$ cat src/rtl/demux_pkg.sv
// Shared constants and helpers for the buffered 1-to-4 demux.
// Channel count, select width and select decode.
package demux_pkg;

  localparam int NUM_OUT = 4;
  localparam int SEL_W   = 2;

  function automatic logic [NUM_OUT-1:0] sel_to_onehot(
    input logic [SEL_W-1:0] sel
  );
    logic [NUM_OUT-1:0] oh;
    oh      = '0;
    oh[sel] = 1'b1;
    return oh;
  endfunction

endpackage

$ cat src/rtl/demux_slot.sv
// One output channel of the demux: a single-entry register.
// A load on the same edge as a pop replaces the word with no bubble.
module demux_slot
  import demux_pkg::*;
#(
  parameter int DATA_W = 4
) (
  input  logic              clk,
  input  logic              rst_n,
  input  logic              load,
  input  logic              pop,
  input  logic [DATA_W-1:0] din,
  output logic              valid,
  output logic [DATA_W-1:0] data,
  output logic              ready
);

  assign ready = ~valid | pop;

  // data is kept after a pop; only valid drops
  always_ff @(posedge clk or negedge rst_n) begin
    if (!rst_n) begin
      valid <= 1'b0;
      data  <= '0;
    end else if (load) begin
      valid <= 1'b1;
      data  <= din;
    end else if (pop) begin
      valid <= 1'b0;
    end
  end

endmodule

$ cat src/rtl/demux_1to4_buf.sv
// Buffered 1-to-4 demultiplexer with valid/ready on both sides.
// Steers each accepted word to the slot addressed by in_sel.
module demux_1to4_buf
  import demux_pkg::*;
#(
  parameter int DATA_W = 4,
  parameter int CNT_W  = 8
) (
  input  logic                      clk,
  input  logic                      rst_n,
  input  logic [DATA_W-1:0]         in_data,
  input  logic [SEL_W-1:0]          in_sel,
  input  logic                      in_valid,
  output logic                      in_ready,
  output logic [NUM_OUT*DATA_W-1:0] out_data,
  output logic [NUM_OUT-1:0]        out_valid,
  input  logic [NUM_OUT-1:0]        out_ready,
  output logic [CNT_W-1:0]          accept_cnt
);

  logic [NUM_OUT-1:0] sel_oh;
  logic [NUM_OUT-1:0] slot_rdy;
  logic [NUM_OUT-1:0] load;
  logic               accept;

  assign sel_oh   = sel_to_onehot(in_sel);
  assign in_ready = slot_rdy[in_sel];
  assign accept   = in_valid & in_ready;
  assign load     = sel_oh & {NUM_OUT{accept}};

  for (genvar k = 0; k < NUM_OUT; k++) begin : g_slot
    demux_slot #(
      .DATA_W(DATA_W)
    ) u_slot (
      .clk  (clk),
      .rst_n(rst_n),
      .load (load[k]),
      .pop  (out_ready[k]),
      .din  (in_data),
      .valid(out_valid[k]),
      .data (out_data[k*DATA_W +: DATA_W]),
      .ready(slot_rdy[k])
    );
  end

  always_ff @(posedge clk or negedge rst_n) begin
    if (!rst_n) begin
      accept_cnt <= '0;
    end else if (accept) begin
      accept_cnt <= accept_cnt + CNT_W'(1);
    end
  end

endmodule

$ cat config.mk
export PLATFORM = sky130hd
export DESIGN_NAME = demux_1to4_buf
export DESIGN_NICKNAME = d
export VERILOG_FILES = /design/src/rtl/demux_pkg.sv /design/src/rtl/demux_slot.sv /design/src/rtl/demux_1to4_buf.sv
export SDC_FILE = /design/constraint.sdc
export NUM_CORES = 1
export LEC_CHECK = 0
export BUFFER_PORTS_ARGS = -buffer_cell sky130_fd_sc_hd__buf_2
export CAP_MARGIN = 20
export CORE_AREA = 3 3 65 49
export DETAILED_ROUTE_END_ITERATION = 10
export DIE_AREA = 0 0 68 52
export GPL_TIMING_DRIVEN = 0
export PLACE_DENSITY = 0.8
export SETUP_SLACK_MARGIN = 0.2
export SLEW_MARGIN = 15
export SYNTH_ARGS = -nofsm -noshare
export SYNTH_HDL_FRONTEND = slang
export SYNTH_SLANG_ARGS = --single-unit
$ cat constraint.sdc
create_clock -name clk -period 1.6 [get_ports clk]
set_input_delay 0.16 -clock clk [delete_from_list [all_inputs] [get_ports clk]]
set_output_delay 0.16 -clock clk [all_outputs]
set_load 0.05 [all_outputs]
==> flow_summary.toml <==
[outcome]
status = "complete, but fails checks"
violations = "negative setup slack"

[global_routing]
grt_overflow_total = 0
grt_usage_pct = 16.5
antenna_found_initial = 0
grt_pass1_wl_mm = 4.31
grt_start_max_net_pins = 29
grt_pass1_vias = 895

[synth]
synth_common_cells = "dfrtp_1 (28), mux2_2 (16), nand2_1 (10), xnor2_1 (7), nor2_1 (5)"
yosysWarnings = 0
synth_top_area_share_pct = 57.5
yosysTopAreaCell = "dfrtp_1"
async_reset_ff_share_pct = 100
syn-num-nets = 107
yosysSeqAreaShare_pct = 57.5
postSynthCellCount = 93
synth-seq-cells = 28
ys_types = 22
ys_top_cells_by_area = "dfrtp_1 (57%), mux2_2 (15%), xnor2_1 (5.0%)"
synth_most_common_cell = "dfrtp_1"
synthFlopType = "dfrtp_1"
synth_edf_count = 0
synth_area_per_cell_um2 = 13.1
syn_area_mm2 = 0.00122

[timing]
period_minus_slack_ns = 1.62
rsz0062_at_grt = "true"
final.setup.worst_slack_ns = -0.0217
fin_setup_tns_ns = -0.0217
drv_slew = 0
worst_pin_slew_ns = 0.611
slew_headroom_pct = 59.3
hold_viol = 0
fin_worst_skew_ns = 0.00427
fmax_ghz = 0.617
finalSetupViolCount = 1
period_share_pct = 101
hold_slack_ns = 0.143

[floorplan]
num_rows = 16
die-area_mm2 = 0.00354
pin_count = 42
fp.dieH_um = 52
start_util_pct = 45.4
die-width_um = 68
fp.coreArea_mm2 = 0.00268

[worst_setup_path]
cp_cell_sequence = "nand2b_4, mux4_2, buf_6"
worstPathRequired_ns = 1.44
ff2ff_path_depth = 6
critPathArrivalTime_ns = 1.46
worstReg2RegStart = "g_slot[3].u_slot.valid$_DFFE_PN0P_"
crit_family = "multiplexers"
slowest_delay_ns = 0.53
path_class = "reg2out"
reg2reg_slack_ns = 0.02
slowest_stage = "mux4_2"
r2r_end = "accept_cnt[2]$_DFFE_PN0P_"
crit_path_start_kind = "register"
critPathMaxFanout = 3
end_kind = "output pin"
worst-path-buf-inv = 1

[power_and_ir_drop]
p_per_area_mw_per_mm2 = 1740
comb_power_share_pct = 42.7
pwr-share-clk_pct = 20.0
p_int_w = 0.00156
pwr-share-seq_pct = 37.3
finalPower_w = 0.00279
power.share.switching_pct = 44.0
p_leak_nw = 0.790
peakVddDrop_mv = 0.742
p_sw_w = 0.00123

[place]
dp.cells = 169
hpwl_mm = 1.87
portBuffers = 40
post-place-ws_ns = 0.0185
gp_congestion = 0.738

[routing]
drtPass1Iterations = 4
vias = 864
viasPerCell = 4.85
wl_mm = 2.63
drcViolationCount = 0
wl_per_cell_um = 14.8
drt_iter0_drc = 15
ant_nets = 0

[clocking]
root_buffer = "clkbuf_8"
clock-sinks = 28
clk_latency_ns = 0.28
cts_tree = "yes"
numCtsBuffers = 3
cts_buffer_depth = 2
htreeDepth = 1
path_clk_slew_ns = 0.10

[finish]
drive_gt1_share_pct = 55.6
nets = 157
layout-area-overhead-vs-synth_pct = 31.4
finalNonFillerCells = 178
n_antenna_cell = 0

[min_path]
hold_path_end = "g_slot[0].u_slot.valid$_DFFE_PN0P_"
worstHoldPathCells = 3
hold_start = "out_ready[0]"
hold_path.class = "in2reg"

[flow_run]
max_cap_violations = 0
per-stage QoR:
step	util [%]	area [um^2]
after floorplan	-	1220
after global placement	54.6	1460
after detailed placement	54.6	1460
after CTS	58.5	1570
after global routing	59.7	1600
final	59.7	1600
layout by cell type (no fill, tap or decap), drive strengths merged:
master,synthesis,final
mux4,1,1
nand2,11,11
clkbuf,1,3
nor3b,1,1
mux2,17,17
nand4,3,3
dfrtp,28,28
bufinv,0,1
buf,5,50
dlygate4sd3,0,1
nand3,4,4
o21ai,1,1
inv,1,1
and4b,1,1
xnor2,7,7
nor2b,1,1
nand2b,4,4
and3,1,1
nor2,5,5
ha,1,1
sequential cells by signal, indices dropped and copies added, names as in the netlist:
signal               count
g_slot.u_slot.valid      4
accept_cnt               8
g_slot.u_slot.data      16
cells by family (layout without fill, tap and decap cells):
logic type	after synthesis	after routing	synth area share, %
flops	28	28	57.5
mux	18	18	17.9
simple gates	31	31	14.7
compound gates	1	1	0.410
xor+xnor	7	7	5.03
fa+ha+maj	1	1	1.03
buf+inv	7	56	3.49
worst min-delay path, stage by stage:
cell and delay (ns):
buf_2 0.08, nand2b_4 0.11, nand2_1 0.04
power by group through the flow:
stage / Combinational, W / Clock (W) / Sequential (W)
5_1_grt: 0.00125 / 0.000588 / 0.00106
6_report: 0.00119 / 0.000558 / 0.00104
2_1_floorplan: 0.000304 / 0 / 0.00161
3_3_place_gp: 0.00113 / 0 / 0.00104
3_5_place_dp: 0.00116 / 0 / 0.00105
4_1_cts: 0.00118 / 0.000560 / 0.00103
per-layer routing:
metal,track usage (%),part of all wire (%),up-vias
li1,-,-,410
met1,20.1,41,423
met2,29.3,54,26
met3,2.81,4.1,5
met4,5.94,1.4,0
met5,0,0,-
worst max path at each step:
stage	startpoint	to	slack, ns	depth (start not counted)
after floorplan	g_slot[3].u_slot.valid$_DFFE_PN0P_	accept_cnt[1]$_DFFE_PN0P_	-0.06	4
after global routing	g_slot[0].u_slot.valid$_DFFE_PN0P_	in_ready	-0.07	3
after CTS	g_slot[3].u_slot.valid$_DFFE_PN0P_	in_ready	-0.03	3
after global placement	g_slot[3].u_slot.valid$_DFFE_PN0P_	accept_cnt[1]$_DFFE_PN0P_	0.06	4
after detailed placement	g_slot[3].u_slot.valid$_DFFE_PN0P_	accept_cnt[1]$_DFFE_PN0P_	0.02	4
final	g_slot[3].u_slot.valid$_DFFE_PN0P_	in_ready	-0.02	3
what timing repair did:
| item | CTS | global route |
|---|---|---|
| buffers inserted | 2 | 2 |
| endpoints found under the setup margin | 11 | 16 |
| pin swaps | 0 | 1 |
| resized for setup | 4 | 4 |
| hold buffers | 1 | 0 |
| endpoints found under the hold margin | 28 | 0 |
cell type report:
type                            instances  area (um^2)
Multi-Input combinational cell         58          490
Buffer                                  6         40.0
Clock buffer                            3         41.3
Inverter                                1         3.75
Sequential cell                        28          701
Tap cell                               36         45.0
Timing Repair Buffer                   45          250
Clock inverter                          1         30.0
Fill cell                             220         1080
Note: power is estimated with default switching activity, not from simulation.
